<file path="src/rtl/pwm_deadtime_gate_if.sv">
// Gate-drive bundle between a PWM command source / dead-time counter and the
// dead-time gate FSM.
interface pwm_deadtime_gate_if;
    logic        Enable;
    logic        PWM_IN;
    logic        Fault;
    logic        FaultClr;
    logic [15:0] PWM_DEAD_TIME;
    logic [15:0] DeadTimeCount;
    logic        isCount;
    logic        PWM_H;
    logic        PWM_L;
    logic        InDead;
    logic        FaultLatched;

    modport master (
        output Enable, PWM_IN, Fault, FaultClr, PWM_DEAD_TIME, DeadTimeCount,
        input  isCount, PWM_H, PWM_L, InDead, FaultLatched
    );

    modport slave (
        input  Enable, PWM_IN, Fault, FaultClr, PWM_DEAD_TIME, DeadTimeCount,
        output isCount, PWM_H, PWM_L, InDead, FaultLatched
    );
endinterface

</file>
<file path="src/rtl/pwm_deadtime_gate.sv">
// Half-bridge gate driver: synchronizes the raw PWM command and inserts a
// dead band (timed by an external counter) between high- and low-side drive.
module pwm_deadtime_gate (
    input  logic                 clk_100,
    input  logic                 RST,
    pwm_deadtime_gate_if.slave   gate
);

    localparam logic [2:0] ST_IDLE  = 3'd0;
    localparam logic [2:0] ST_DEAD  = 3'd1;
    localparam logic [2:0] ST_H_ON  = 3'd2;
    localparam logic [2:0] ST_L_ON  = 3'd3;
    localparam logic [2:0] ST_FAULT = 3'd4;

    logic       pwm_meta_r;
    logic       pwm_s_r;
    logic [2:0] state_r;
    logic [2:0] state_next_s;
    logic       dead_done_s;
    logic       pwm_h_r;
    logic       pwm_l_r;
    logic       dead_r;
    logic       fault_r;

    assign dead_done_s = (gate.DeadTimeCount == gate.PWM_DEAD_TIME);

    // Two-flop synchronizer for the asynchronous PWM command
    always_ff @(posedge clk_100) begin
        if (RST) begin
            pwm_meta_r <= 1'b0;
            pwm_s_r    <= 1'b0;
        end else begin
            pwm_meta_r <= gate.PWM_IN;
            pwm_s_r    <= pwm_meta_r;
        end
    end

    // Next-state logic: Fault beats Enable, Enable beats normal sequencing
    always_comb begin
        state_next_s = state_r;
        if (gate.Fault) begin
            state_next_s = ST_FAULT;
        end else if (state_r == ST_FAULT) begin
            if (gate.FaultClr) begin
                state_next_s = ST_IDLE;
            end else begin
                state_next_s = ST_FAULT;
            end
        end else if (!gate.Enable) begin
            state_next_s = ST_IDLE;
        end else begin
            case (state_r)
                ST_IDLE: begin
                    state_next_s = ST_DEAD;
                end
                ST_DEAD: begin
                    // Target side is resolved only on the exit edge
                    if (dead_done_s) begin
                        state_next_s = pwm_s_r ? ST_H_ON : ST_L_ON;
                    end else begin
                        state_next_s = ST_DEAD;
                    end
                end
                ST_H_ON: begin
                    if (!pwm_s_r) begin
                        state_next_s = ST_DEAD;
                    end else begin
                        state_next_s = ST_H_ON;
                    end
                end
                ST_L_ON: begin
                    if (pwm_s_r) begin
                        state_next_s = ST_DEAD;
                    end else begin
                        state_next_s = ST_L_ON;
                    end
                end
                default: begin
                    state_next_s = ST_IDLE;
                end
            endcase
        end
    end

    // State register with outputs registered from the next state, so each
    // output flop always equals a decode of state_r
    always_ff @(posedge clk_100) begin
        if (RST) begin
            state_r <= ST_IDLE;
            pwm_h_r <= 1'b0;
            pwm_l_r <= 1'b0;
            dead_r  <= 1'b0;
            fault_r <= 1'b0;
        end else begin
            state_r <= state_next_s;
            pwm_h_r <= (state_next_s == ST_H_ON);
            pwm_l_r <= (state_next_s == ST_L_ON);
            dead_r  <= (state_next_s == ST_DEAD);
            fault_r <= (state_next_s == ST_FAULT);
        end
    end

    assign gate.PWM_H        = pwm_h_r;
    assign gate.PWM_L        = pwm_l_r;
    assign gate.isCount      = dead_r;
    assign gate.InDead       = dead_r;
    assign gate.FaultLatched = fault_r;

endmodule
</file>
<file path="src/flat_wrapper.sv">
// flat-port wrapper written by rule: the top's interface ports become plain ports
module pwm_deadtime_gate_flat 
  (clk_100, RST, gate_Enable, gate_PWM_IN, gate_Fault, gate_FaultClr, gate_PWM_DEAD_TIME, gate_DeadTimeCount, gate_isCount, gate_PWM_H, gate_PWM_L, gate_InDead, gate_FaultLatched);
  pwm_deadtime_gate_if gate_i ();
  input  logic clk_100;
  input  logic RST;
  input wire logic [$bits(gate_i.Enable)-1:0] gate_Enable;
  input wire logic [$bits(gate_i.PWM_IN)-1:0] gate_PWM_IN;
  input wire logic [$bits(gate_i.Fault)-1:0] gate_Fault;
  input wire logic [$bits(gate_i.FaultClr)-1:0] gate_FaultClr;
  input wire logic [$bits(gate_i.PWM_DEAD_TIME)-1:0] gate_PWM_DEAD_TIME;
  input wire logic [$bits(gate_i.DeadTimeCount)-1:0] gate_DeadTimeCount;
  output wire logic [$bits(gate_i.isCount)-1:0] gate_isCount;
  output wire logic [$bits(gate_i.PWM_H)-1:0] gate_PWM_H;
  output wire logic [$bits(gate_i.PWM_L)-1:0] gate_PWM_L;
  output wire logic [$bits(gate_i.InDead)-1:0] gate_InDead;
  output wire logic [$bits(gate_i.FaultLatched)-1:0] gate_FaultLatched;
  assign gate_i.Enable = gate_Enable;
  assign gate_i.PWM_IN = gate_PWM_IN;
  assign gate_i.Fault = gate_Fault;
  assign gate_i.FaultClr = gate_FaultClr;
  assign gate_i.PWM_DEAD_TIME = gate_PWM_DEAD_TIME;
  assign gate_i.DeadTimeCount = gate_DeadTimeCount;
  assign gate_isCount = gate_i.isCount;
  assign gate_PWM_H = gate_i.PWM_H;
  assign gate_PWM_L = gate_i.PWM_L;
  assign gate_InDead = gate_i.InDead;
  assign gate_FaultLatched = gate_i.FaultLatched;
  pwm_deadtime_gate u_core (.clk_100(clk_100), .RST(RST), .gate(gate_i));
endmodule
</file>
<file path="config.mk">
export PLATFORM = sky130hd
export DESIGN_NAME = pwm_deadtime_gate_flat
export DESIGN_NICKNAME = d
export VERILOG_FILES = /design/src/rtl/pwm_deadtime_gate_if.sv /design/src/rtl/pwm_deadtime_gate.sv /design/src/flat_wrapper.sv
export SDC_FILE = /design/constraint.sdc
export NUM_CORES = 1
export LEC_CHECK = 0
export ABC_AREA = 1
export CORE_MARGIN = 1.5
export CORE_UTILIZATION = 25
export DETAILED_ROUTE_END_ITERATION = 16
export PLACE_DENSITY = 0.66
export SYNTH_ARGS = -nofsm -noshare
export SYNTH_HDL_FRONTEND = slang
export SYNTH_SLANG_ARGS = --single-unit
</file>
<file path="constraint.sdc">
create_clock -name clk_100 -period 2.5 [get_ports clk_100]
set_input_delay 0.75 -clock clk_100 [delete_from_list [all_inputs] [get_ports clk_100]]
set_output_delay 0.75 -clock clk_100 [all_outputs]
set_load 0.02 [all_outputs]
</file>
======== Word-level counts from Yosys, hierarchy flattened ========
Index checks and enable logic that the tools add are counted.
storage, ports and cells
  bits in registers ....................... 9
  logic and storage cells ................. 26
  output and inout bits ................... 5
operators by class
  reduce and logical (&&, ||, !) cells .... 1
  eq/ne operators ......................... 9
  mux-type cells .......................... 9
operator list
  cell                                                              number
  16-bit == test                                                    1
  3-bit two-way mux                                                 5
  3-bit by 2-bit == test with 1-bit output (second input constant)  4
  3-bit one-hot mux with 4 select lines                             1
  3-bit by 1-bit == test with 1-bit output (second input constant)  2
  3-bit == test (second input constant)                             2
  2-bit two-way mux                                                 2
  3-bit logical NOT                                                 1
  1-bit two-way mux                                                 1

======== Logic depth before layout (Yosys ltp) ========
Gate-level depths: netlist of the first run.
  depth in word-level cells ............... 7
  gate-level depth with buffers ........... 11
  mapped depth without buffers ............ 11

======== Worst setup path after synthesis of the first run ========
Ideal clock, no wire load.
  path kind ............................... input port to flip-flop
  from .................................... in gate_PWM_DEAD_TIME[0]
  to ...................................... reg u_core.dead_r, in the netlist u_core.gate.InDead
  cell stages on the path ................. 10
  buffers on the path ..................... 0
  arrival ................................. 1.429 ns
  data required time ...................... 2.386 ns
  path slack .............................. 0.957 ns
  path through ............................ nor2_1 -> nor2_1 -> nor2_1 -> nand2_1 -> nor2_2 -> nand3_1 -> nand2_1 -> nand2_1 -> nand2_1 -> nor2_1
on the way
  cells in the longest elaborated chain, start to end .. 7
ends and longest elaborated chain
  element                                   line                     RTL
  start, declared                           flat_wrapper.sv:11       input wire logic [$bits(gate_i.PWM_DEAD_TIME)-1:0] gate_PWM_DEAD_TIME;
  16-bit == test                            pwm_deadtime_gate.sv:25  assign dead_done_s = (gate.DeadTimeCount == gate.PWM_DEAD_TIME);
  3-bit two-way mux                         pwm_deadtime_gate.sv:58  if (dead_done_s) begin
  3-bit one-hot mux with 4 select lines     pwm_deadtime_gate.sv:52  case (state_r)
  3-bit two-way mux                         pwm_deadtime_gate.sv:49  end else if (!gate.Enable) begin
  3-bit two-way mux                         pwm_deadtime_gate.sv:43  end else if (state_r == ST_FAULT) begin
  3-bit two-way mux                         pwm_deadtime_gate.sv:41  if (gate.Fault) begin
  3-bit by 1-bit == test with 1-bit output  pwm_deadtime_gate.sv:98  dead_r <= (state_next_s == ST_DEAD);
  end signal, assigned                      pwm_deadtime_gate.sv:98
  end, declared                             pwm_deadtime_gate.sv:22  logic dead_r;
No other way between the ends.
A chain may end at the register's enable or synchronous reset.

======== Final worst setup path of the first run ========
  from .................................... reg u_core.dead_r, in the netlist u_core.gate.InDead
  to ...................................... out gate_isCount
RTL lines
  element        line                RTL
  end, declared  flat_wrapper.sv:13  output wire logic [$bits(gate_i.isCount)-1:0] gate_isCount;
No word-level cell between the ends.

==> results of run 1 <==
## power breakdown
part	leakage, uW	switching, uW	internal [uW]
registers	0.0000737	2.41	148
logic	0.000526	45.1	73.4
clock network	0.0000150	47.2	61.3
total	0.000615	94.7	283
## final cells by class
type	instances	area share
Clock buffer	4	0.02293
Sequential cell	9	0.1572
Tap cell	30	0.03275
Timing Repair Buffer	42	0.3668
Inverter	30	0.09825
Multi-Input combinational cell	88	0.3221
## cell usage after synthesis (all sizes together)
master  instances
nand2          45
nor2           33
inv            30
dfxtp           9
nand3           5
xor2            2
a21oi           1
a31oi           1
buf             1
nor3            1
## path summary, 6_finish.rpt
check / slack (ps) / cells after the start / start / end
setup / recovery: 570 / 1 / u_core.gate.InDead$_SDFF_PP0_ / gate_isCount
hold / removal: 400 / 2 / u_core.pwm_meta_r$_SDFF_PP0_ / u_core.pwm_s_r$_SDFF_PP0_
setup reg to reg: 1480 / 6 / u_core.state_r[0]$_SDFF_PP0_ / u_core.gate.PWM_H$_SDFF_PP0_
hold reg to reg: 400 / 2 / u_core.pwm_meta_r$_SDFF_PP0_ / u_core.pwm_s_r$_SDFF_PP0_
## worst min-delay path, cell delays in order (launching register included)
cell     delay, ps
dfxtp_1        300
inv_1           40
nor2_1          30
## cells by family (layout without fill, tap and decap cells)
kind of cell,count (synthesis),count (layout),synth area share
buffers and inverters,31,76,0.1794
AND/OR/NAND/NOR,84,84,0.5084
XOR/XNOR,2,2,0.02617
flip-flops,9,9,0.2692
AO/OA/AOI/OAI,2,2,0.01682
## metal layers
metal	vias to the layer above	GRT usage	wire, um
li1	453	-	-
met1	327	0.09165	596
met2	26	0.1964	719
met3	4	0.01913	125
met4	0	0.07500	36
met5	-	0	0
## sequential cells by signal (all words and copies together), names as in the netlist
| register | count |
|---|---|
| u_core.state_r | 3 |
| u_core.gate.FaultLatched | 1 |
| u_core.gate.InDead | 1 |
| u_core.gate.PWM_H | 1 |
| u_core.gate.PWM_L | 1 |
| u_core.pwm_meta_r | 1 |
| u_core.pwm_s_r | 1 |
## stage by stage
stage	hold WS (ps)	util	worst slack, ps
after floorplan	388.3	-	956.9
after global placement	390.8	0.4479	370.6
after detailed placement	396.5	0.4479	348.7
after CTS	404.7	0.4585	551.9
after global routing	428.4	0.4585	465.3
final	402.8	0.4585	565.4
==> metrics.csv, run 1 <==
stage;metric;value;unit
sta;Tcrit/Tclk final;0.7739;
die;row count;18;
pwr;total power draw;377.6;uW
clocking;Worst-path clk slew;60;ps
die;Starting Density;0.2678;
logic_synthesis;synth unique cells;13;
sta;final setup TNS;0;ps
logic_synthesis;syn nets;166;
worst_hold_path;Hold Path Class;reg2reg;
routing;DRT iter0 DRCs;18;
logic_synthesis;number of synthesis warnings;0;
critical_path;delay-heaviest family, CP;buffers and inverters;
die;Die ar.;2997;sq um
clocking;H-tree depth;1;
critical_path;WS Path Type;reg2out;
die;die height;54.75;um
clocking;Num CTS Buffers;3;
sta;Hold Vio Cnt, Final;0;
clocking;post-cts gate resize count;0;
pwr;P per Cell Area;329.5;nW/um^2
cells_and_area;Reg area;180.2;sq um
sta;# setup viols final;0;
critical_path;CP max FO;2;
sta;relative slew slack;0.8344;
place;DPL Wire Length;1281;um
sta;RSZ-0062 raised after global routing;false;
clocking;Setup Buffers After CTS;0;
clocking;clk sinks;9;
critical_path;Cell Chain, Critical Path;clkdlybuf4s50_1;
routing;DR WL/cell;7.276;um
cells_and_area;share of layout cells above drive strength 1;0.04624;
sta;crit path time final;1935;ps
global_route;pin count of the biggest net entering global routing;7;
place;placed cell areas;1120;sq um
logic_synthesis;cell taking the most area after synthesis;dfxtp_1;
cells_and_area;fin cells;203;
critical_path;crit start category;flop;
cells_and_area;Final nets;212;
logic_synthesis;share of the synthesized area in the top cell type;0.2692;
critical_path;Buf/Inv on CP;1;
critical_path;Worst path slowest cell;clkdlybuf4s50_1;
cells_and_area;diode count;0;
critical_path;Critical Path AT;1180;ps
global_route;first-pass GRT wire length;2159;um
logic_synthesis;Avg Cell Area, Syn;5.230;sq um
routing;DRC viols;0;
global_route;vias in the first global route;625;
place;GP Congestion;0.7178;
routing;via/cell ratio;3.990;
die;total I/O pin count;43;
global_route;initial antenna violation count;0;
clocking;root buffer cell;clkbuf_4;
pwr;VDD IR max;0.2371;mV
place;Port-buffer cells;42;
global_route;Tot GR Track Use;0.1018;
clocking;worst skew pair latency;250;ps
routing;total wire length;1477;um
cells_and_area;multi-input logic area;369.1;sq um
clocking;Max clock buf depth;2;
die;total core area;2500;sq um
routing;Routed Antenna Nets;0;
clocking;CTS tree;built;
cells_and_area;Area Growth Syn to Fin;71.22;%
critical_path;Worst EP required;1750;ps
sta;Slew Viols, Final;0;
run;max-cap viol count;0;
logic_synthesis;synth top area cells;dfxtp_1 27%, nand2_1 25%, nor2_1 17%, inv_1 17%, nand3_1 3.0%;
cells_and_area;commonest non-fill, non-tap cell in the layout;nand2_1;
status;status;complete, no violations;
cells_and_area;Non-Filler Cell Area, Final;1146;sq um
die;die width;54.75;um
routing;total number of vias;810;
critical_path;crit-path max cell delay;600;ps
logic_synthesis;post-synthesis register bit count;9;
pwr;leakage;0.0006148;uW
sta;worst slew pin tran;248.4;ps
critical_path;CP endpoint kind;output port;
logic_synthesis;Synth Instances;128;
sta;clock skew;0.3120;ps
clocking;cts-stage hold buffer count;0;
cells_and_area;fill count;273;
logic_synthesis;Seq/Total Area, Yosys;0.2692;
logic_synthesis;Post-Syn Area;669.4;sq um
cells_and_area;commonest cells after routing, fill and taps aside;44 x nand2_1, 42 x clkdlybuf4s50_1, 31 x nor2_1;
sta;Fmax;516.9;MHz
routing;First-pass DRT Iterations;6;
global_route;total congestion overflow;0;
place;placed cells;199;
Power figures use the tool's default switching activity.
==> run 2: changes to the inputs <==
--- a/config.mk
+++ b/config.mk
@@ -9,7 +9,7 @@
 export CORE_MARGIN = 1.5
 export CORE_UTILIZATION = 25
 export DETAILED_ROUTE_END_ITERATION = 16
-export PLACE_DENSITY = 0.66
+export PLACE_DENSITY = 0.68
 export SYNTH_ARGS = -nofsm -noshare
 export SYNTH_HDL_FRONTEND = slang
 export SYNTH_SLANG_ARGS = --single-unit
==> constraint.sdc (replaced) <==
create_clock -name clk_100 -period 1.75 [get_ports clk_100]
set_input_delay 0.525 -clock clk_100 [delete_from_list [all_inputs] [get_ports clk_100]]
set_output_delay 0.525 -clock clk_100 [all_outputs]
set_load 0.02 [all_outputs]
==> metrics.csv, run 2 (same netlist as run 1, synthesis figures left out) <==
stage;metric;value;unit
routing;via/cell ratio;4.000;
clocking;clk sinks;9;
pwr;switching power total;136.6;uW
global_route;vias in the first global route;691;
critical_path;crit start category;flop;
critical_path;CP endpoint kind;output port;
routing;First-pass DRT Iterations;4;
pwr;VDD IR max;0.3826;mV
clocking;CTS tree;built;
clocking;Max clock buf depth;2;
cells_and_area;share of layout cells above drive strength 1;0.05780;
cells_and_area;commonest non-fill, non-tap cell in the layout;nand2_1;
global_route;first-pass GRT wire length;2290;um
sta;Tcrit/Tclk final;0.9625;
die;Starting Density;0.2678;
critical_path;Cell Chain, Critical Path;clkdlybuf4s50_1;
critical_path;CP max FO;1;
place;DPL Wire Length;1309;um
critical_path;WS Path Type;reg2out;
cells_and_area;fill count;263;
place;Port-buffer cells;42;
global_route;initial antenna violation count;0;
cells_and_area;max FFs per register;3;
sta;clock skew;0.5752;ps
cells_and_area;commonest cells after routing, fill and taps aside;43 x nand2_1, 33 x clkdlybuf4s50_1, 30 x nor2_1, 30 x inv_1;
critical_path;Critical Path AT;1160;ps
cells_and_area;Area Growth Syn to Fin;75.33;%
cells_and_area;Final nets;212;
clocking;Num CTS Buffers;3;
sta;Slew Viols, Final;0;
routing;total number of vias;812;
worst_hold_path;worst hold path depth;2;
critical_path;Buf/Inv on CP;1;
cells_and_area;Reg with most FFs;u_core.state_r;
clocking;H-tree depth;1;
critical_path;delay-heaviest family, CP;buffers and inverters;
die;row count;18;
pwr;combinational power share;0.311;
place;GP Congestion;0.7460;
cells_and_area;Final Util;0.4695;
sta;RSZ-0062 raised after global routing;false;
sta;# setup viols final;0;
routing;DRC viols;0;
global_route;total congestion overflow;0;
sta;hold_ws;403.5;ps
routing;Routed Antenna Nets;0;
routing;DRT iter0 DRCs;17;
sta;Hold Vio Cnt, Final;0;
cells_and_area;Reg area;180.2;sq um
critical_path;flop2flop setup slack;720;ps
critical_path;Worst R2R Path Depth;6;
cells_and_area;diode count;0;
sta;relative slew slack;0.8215;
status;status;complete, no violations;
pwr;switching share of power;0.2538;
pwr;Power Internal;401.7;uW
die;total core area;2500;sq um
sta;crit path time final;1684;ps
critical_path;CP Depth;1;
global_route;pin count of the biggest net entering global routing;7;
sta;Fmax;593.7;MHz
run;max-cap viol count;0;
routing;DR WL/cell;7.433;um
worst_hold_path;Hold Path Class;reg2reg;
global_route;Tot GR Track Use;0.1046;
clocking;worst skew pair latency;260;ps
pwr;P per Cell Area;458.7;nW/um^2
die;Die ar.;2997;sq um
critical_path;Worst path slowest cell;clkdlybuf4s50_1;
die;die width;54.75;um
die;total I/O pin count;43;
cells_and_area;multi-input logic area;374.1;sq um
die;die height;54.75;um
clocking;root buffer cell;clkbuf_4;
routing;total wire length;1509;um
critical_path;crit-path max cell delay;600;ps
critical_path;Worst EP required;1220;ps
pwr;leakage;0.0007130;uW
sta;worst slew pin tran;266.8;ps
pwr;share of power burned in registers;0.400;
clocking;Worst-path clk slew;60;ps
pwr;clock network power share;0.290;
## run 2: what timing repair did
| action | 4_1_cts | 5_1_grt |
|---|---|---|
| setup endpoints to repair | 0 | 6 |
| hold buffers | 0 | 0 |
| gates resized for setup | 0 | 11 |
| buffers inserted | 0 | 0 |
## run 2: per-stage QoR
| step | area, sq um | setup TNS (ps) | setup slack, ps | power [uW] | std cells |
|---|---|---|---|---|---|
| after floorplan | 669.4 | 0 | 431.9 | 284.6 | 128 |
| after global placement | 1120 | -634.4 | -154.1 | 385.4 | 199 |
| after detailed placement | 1120 | -874.7 | -206.1 | 389.8 | 199 |
| after CTS | 1146 | 0 | 29.86 | 548.8 | 203 |
| after global routing | 1174 | 0 | 0.1636 | 576.0 | 203 |
| final | 1174 | 0 | 65.67 | 538.3 | 203 |
## run 2: layout make-up
type	count	share of cell area
Clock buffer	4	0.02239
Inverter	30	0.09595
Multi-Input combinational cell	88	0.3188
Sequential cell	9	0.1535
Tap cell	30	0.03198
Timing Repair Buffer	42	0.3774
## run 2: path summary, 6_finish.rpt
| path | from | end |
|---|---|---|
| min reg2reg | u_core.pwm_meta_r$_SDFF_PP0_ | u_core.pwm_s_r$_SDFF_PP0_ |
| min | u_core.pwm_meta_r$_SDFF_PP0_ | u_core.pwm_s_r$_SDFF_PP0_ |
| max | u_core.gate.FaultLatched$_SDFF_PP0_ | gate_FaultLatched |
| max reg2reg | u_core.state_r[0]$_SDFF_PP0_ | u_core.gate.PWM_L$_SDFF_PP0_ |
## run 2: power by group through the flow
| stage | Sequential [uW] | Clock, uW | Combinational [uW] |
|---|---|---|---|
| final | 215 | 156 | 167 |
| after floorplan | 222 | 0 | 62.2 |
| after global placement | 220 | 0 | 166 |
| after CTS | 215 | 163 | 171 |
| after global routing | 216 | 171 | 189 |
| after detailed placement | 220 | 0 | 170 |
## run 2: per-layer routing
metal	track usage	share of wire	vias to the layer above
met2	0.2143	0.53	23
met5	0	0	-
met3	0.01366	0.080	2
met1	0.09344	0.38	332
met4	0.06250	0.013	0
li1	-	-	455
==> run 3: changes to the inputs <==
--- a/config.mk
+++ b/config.mk
@@ -5,11 +5,11 @@
 export SDC_FILE = /design/constraint.sdc
 export NUM_CORES = 1
 export LEC_CHECK = 0
-export ABC_AREA = 1
 export CORE_MARGIN = 1.5
 export CORE_UTILIZATION = 25
 export DETAILED_ROUTE_END_ITERATION = 16
-export PLACE_DENSITY = 0.68
+export HOLD_SLACK_MARGIN = 0.08
+export PLACE_DENSITY = 0.74
 export SYNTH_ARGS = -nofsm -noshare
 export SYNTH_HDL_FRONTEND = slang
 export SYNTH_SLANG_ARGS = --single-unit
==> metrics.csv, run 3 <==
stage;metric;value;unit
place;pre-CTS setup slack;-228.6;ps
logic_synthesis;Avg Cell Area, Syn;9.937;sq um
global_route;pin count of the biggest net entering global routing;8;
clocking;H-tree depth;1;
sta;relative slew slack;0.7820;
global_route;vias in the first global route;518;
logic_synthesis;mux cell area share after synthesis;0;
die;total core area;1962;sq um
sta;hold_ws;439.1;ps
logic_synthesis;Post-synth top cells;16 x xnor2_1, 9 x dfxtp_1, 4 x nand4_1;
pwr;P per Cell Area;510.0;nW/um^2
clocking;Num CTS Buffers;3;
critical_path;crit start category;flop;
cells_and_area;commonest non-fill, non-tap cell in the layout;clkdlybuf4s50_1;
status;status;complete, no violations;
pwr;switching power total;118.7;uW
logic_synthesis;synth top area cells;dfxtp_1 35%, xnor2_1 27%, nand4_1 4.8%, nor4_4 4.1%, nor2b_1 3.6%;
pwr;combinational power share;0.295;
logic_synthesis;fraction of the mapped netlist area in compound gates;0.07990;
worst_hold_path;Hold Path Class;reg2reg;
place;Port-buffer cells;42;
sta;RSZ-0062 raised after global routing;false;
logic_synthesis;Seq/Total Area, Yosys;0.3487;
clocking;worst skew pair latency;260;ps
die;die width;48.47;um
clocking;Worst-path clk slew;60;ps
run;max-cap viol count;0;
pwr;total power draw;527.8;uW
logic_synthesis;post-synthesis adder-cell area fraction;0;
cells_and_area;Area Growth Syn to Fin;100.2;%
pwr;share of power burned in registers;0.410;
die;Die ar.;2349;sq um
die;total I/O pin count;43;
logic_synthesis;Synth Instances;52;
logic_synthesis;most used flip-flop cell after synthesis;dfxtp_1;
sta;worst slew pin tran;324.6;ps
cells_and_area;fill count;188;
logic_synthesis;Post-synth EDFFs;0;
logic_synthesis;syn nets;90;
critical_path;Critical Path AT;1170;ps
sta;Hold Vio Cnt, Final;0;
logic_synthesis;top-count cell post-synth;xnor2_1;
cells_and_area;diode count;0;
sta;# setup viols final;0;
logic_synthesis;ys async rst share;0;
sta;clock skew;1.980;ps
clocking;Max clock buf depth;2;
global_route;total congestion overflow;0;
routing;Routed Antenna Nets;0;
pwr;clock network power share;0.295;
critical_path;CP max FO;2;
cells_and_area;Reg with most FFs;u_core.state_r;
pwr;leakage;0.0004766;uW
critical_path;CP endpoint kind;output port;
die;die height;48.47;um
logic_synthesis;cell taking the most area after synthesis;dfxtp_1;
logic_synthesis;combinational family with the most area after synthesis;XOR/XNOR gates;
cells_and_area;max FFs per register;3;
global_route;initial antenna violation count;0;
critical_path;crit-path max cell delay;600;ps
die;row count;16;
sta;Slew Viols, Final;0;
logic_synthesis;Post-Syn Area;516.7;sq um
routing;DR WL/cell;11.06;um
clocking;root buffer cell;clkbuf_4;
sta;Setup WS post-layout;51.29;ps
worst_hold_path;hold path start;u_core.pwm_meta_r$_SDFF_PP0_;
cells_and_area;commonest cells after routing, fill and taps aside;33 x clkdlybuf4s50_1, 15 x xnor2_1, 9 x dlymetal6s2s_1, 9 x dfxtp_1, 4 x nand4_1;
critical_path;Cell Chain, Critical Path;clkdlybuf4s50_1;
critical_path;Buf/Inv on CP;1;
clocking;cts-stage hold buffer count;0;
critical_path;worst setup path start;u_core.gate.InDead$_SDFF_PP0_;
routing;total number of vias;537;
critical_path;WS Path Type;reg2out;
critical_path;RR Startpoint;u_core.state_r[2]$_SDFF_PP0_;
cells_and_area;Reg area;180.2;sq um
logic_synthesis;post-synthesis register bit count;9;
sta;crit path time final;1699;ps
cells_and_area;Final nets;138;
pwr;VDD IR max;0.5280;mV
cells_and_area;share of layout cells above drive strength 1;0.09091;
pwr;switching share of power;0.2248;
cells_and_area;multi-input logic area;332.8;sq um
critical_path;delay-heaviest family, CP;buffers and inverters;
logic_synthesis;share of the synthesized area in the top cell type;0.3487;
logic_synthesis;synth unique cells;20;
routing;DRC viols;0;
routing;total wire length;1394;um
sta;Tcrit/Tclk final;0.9707;
critical_path;Worst EP required;1220;ps
logic_synthesis;number of synthesis warnings;0;
routing;via/cell ratio;4.262;
logic_synthesis;Post-Synth XOR/XNOR Area;0.2881;
global_route;first-pass GRT wire length;2208;um
sta;final setup TNS;0;ps
sta;Fmax;588.7;MHz
global_route;Tot GR Track Use;0.1237;
critical_path;Worst path slowest cell;clkdlybuf4s50_1;
routing;DRT iter0 DRCs;10;
clocking;CTS tree;built;
logic_synthesis;Synth Area in Simple Gates;0.2615;
die;Starting Density;0.2634;
routing;First-pass DRT Iterations;4;
clocking;clk sinks;9;
cells_and_area;Final Util;0.5274;
place;GP Congestion;0.6572;
pwr;Power Internal;409.1;uW
[run 3: cell types whose count changed after synthesis, sizes merged, moves of 2 or more]
| cell | change |
|---|---|
| inv | -29 |
| nand2 | -42 |
| nand3 | -5 |
| nand4 | +4 |
| nor2 | -30 |
| nor2b | +3 |
| nor4b | +2 |
| xnor2 | +16 |
[run 3: cells by family (layout without fill, tap and decap cells)]
kind of cell / count (synthesis) / count (layout)
AO/OA/AOI/OAI: 5 / 5
XOR/XNOR: 17 / 17
buffers and inverters: 2 / 49
flip-flops: 9 / 9
AND/OR/NAND/NOR: 19 / 19
[run 3: per-layer routing]
| layer | share of wire | vias to the layer above | GRT usage | wire (um) |
|---|---|---|---|---|
| met4 | 0.0036 | 0 | 0.02857 | 5 |
| met1 | 0.36 | 240 | 0.1135 | 505 |
| li1 | - | 280 | - | - |
| met5 | 0 | - | 0 | 0 |
| met2 | 0.58 | 15 | 0.2523 | 808 |
| met3 | 0.054 | 2 | 0.04630 | 75 |
[run 3: metrics by stage]
stage	area (sq um)	cells
final	1035	126
after global routing	1035	126
after CTS	1005	126
after detailed placement	978.4	122
after global placement	978.4	122
after floorplan	516.7	52
[run 3: power by group through the flow]
stage                     Clock [uW]  Combinational, uW  Sequential [uW]
final                            156                156              216
after global routing             176                167              217
after CTS                        161                157              216
after detailed placement           0                157              221
after global placement             0                154              221
after floorplan                    0               50.7              223
[run 3: what timing repair did]
item | CTS | global route
buffers inserted | 0 | 0
gates resized for setup | 0 | 10
endpoints found under the setup margin | 0 | 5
[run 3: cell type report]
cell class              count  area share
clock buffers               4     0.02539
repair buffers             44      0.4426
well taps                  27     0.03265
inverters                   1    0.003628
multi-input cells          41      0.3216
flip-flops and latches      9      0.1741
[run 3: path summary, 6_finish.rpt]
check	slack [ps]	cells past startpoint	endpoint
setup / recovery	50	1	gate_isCount
hold / removal	440	1	u_core.pwm_s_r$_SDFF_PP0_
setup reg to reg	660	4	u_core.state_r[0]$_SDFF_PP0_
hold reg to reg	440	1	u_core.pwm_s_r$_SDFF_PP0_
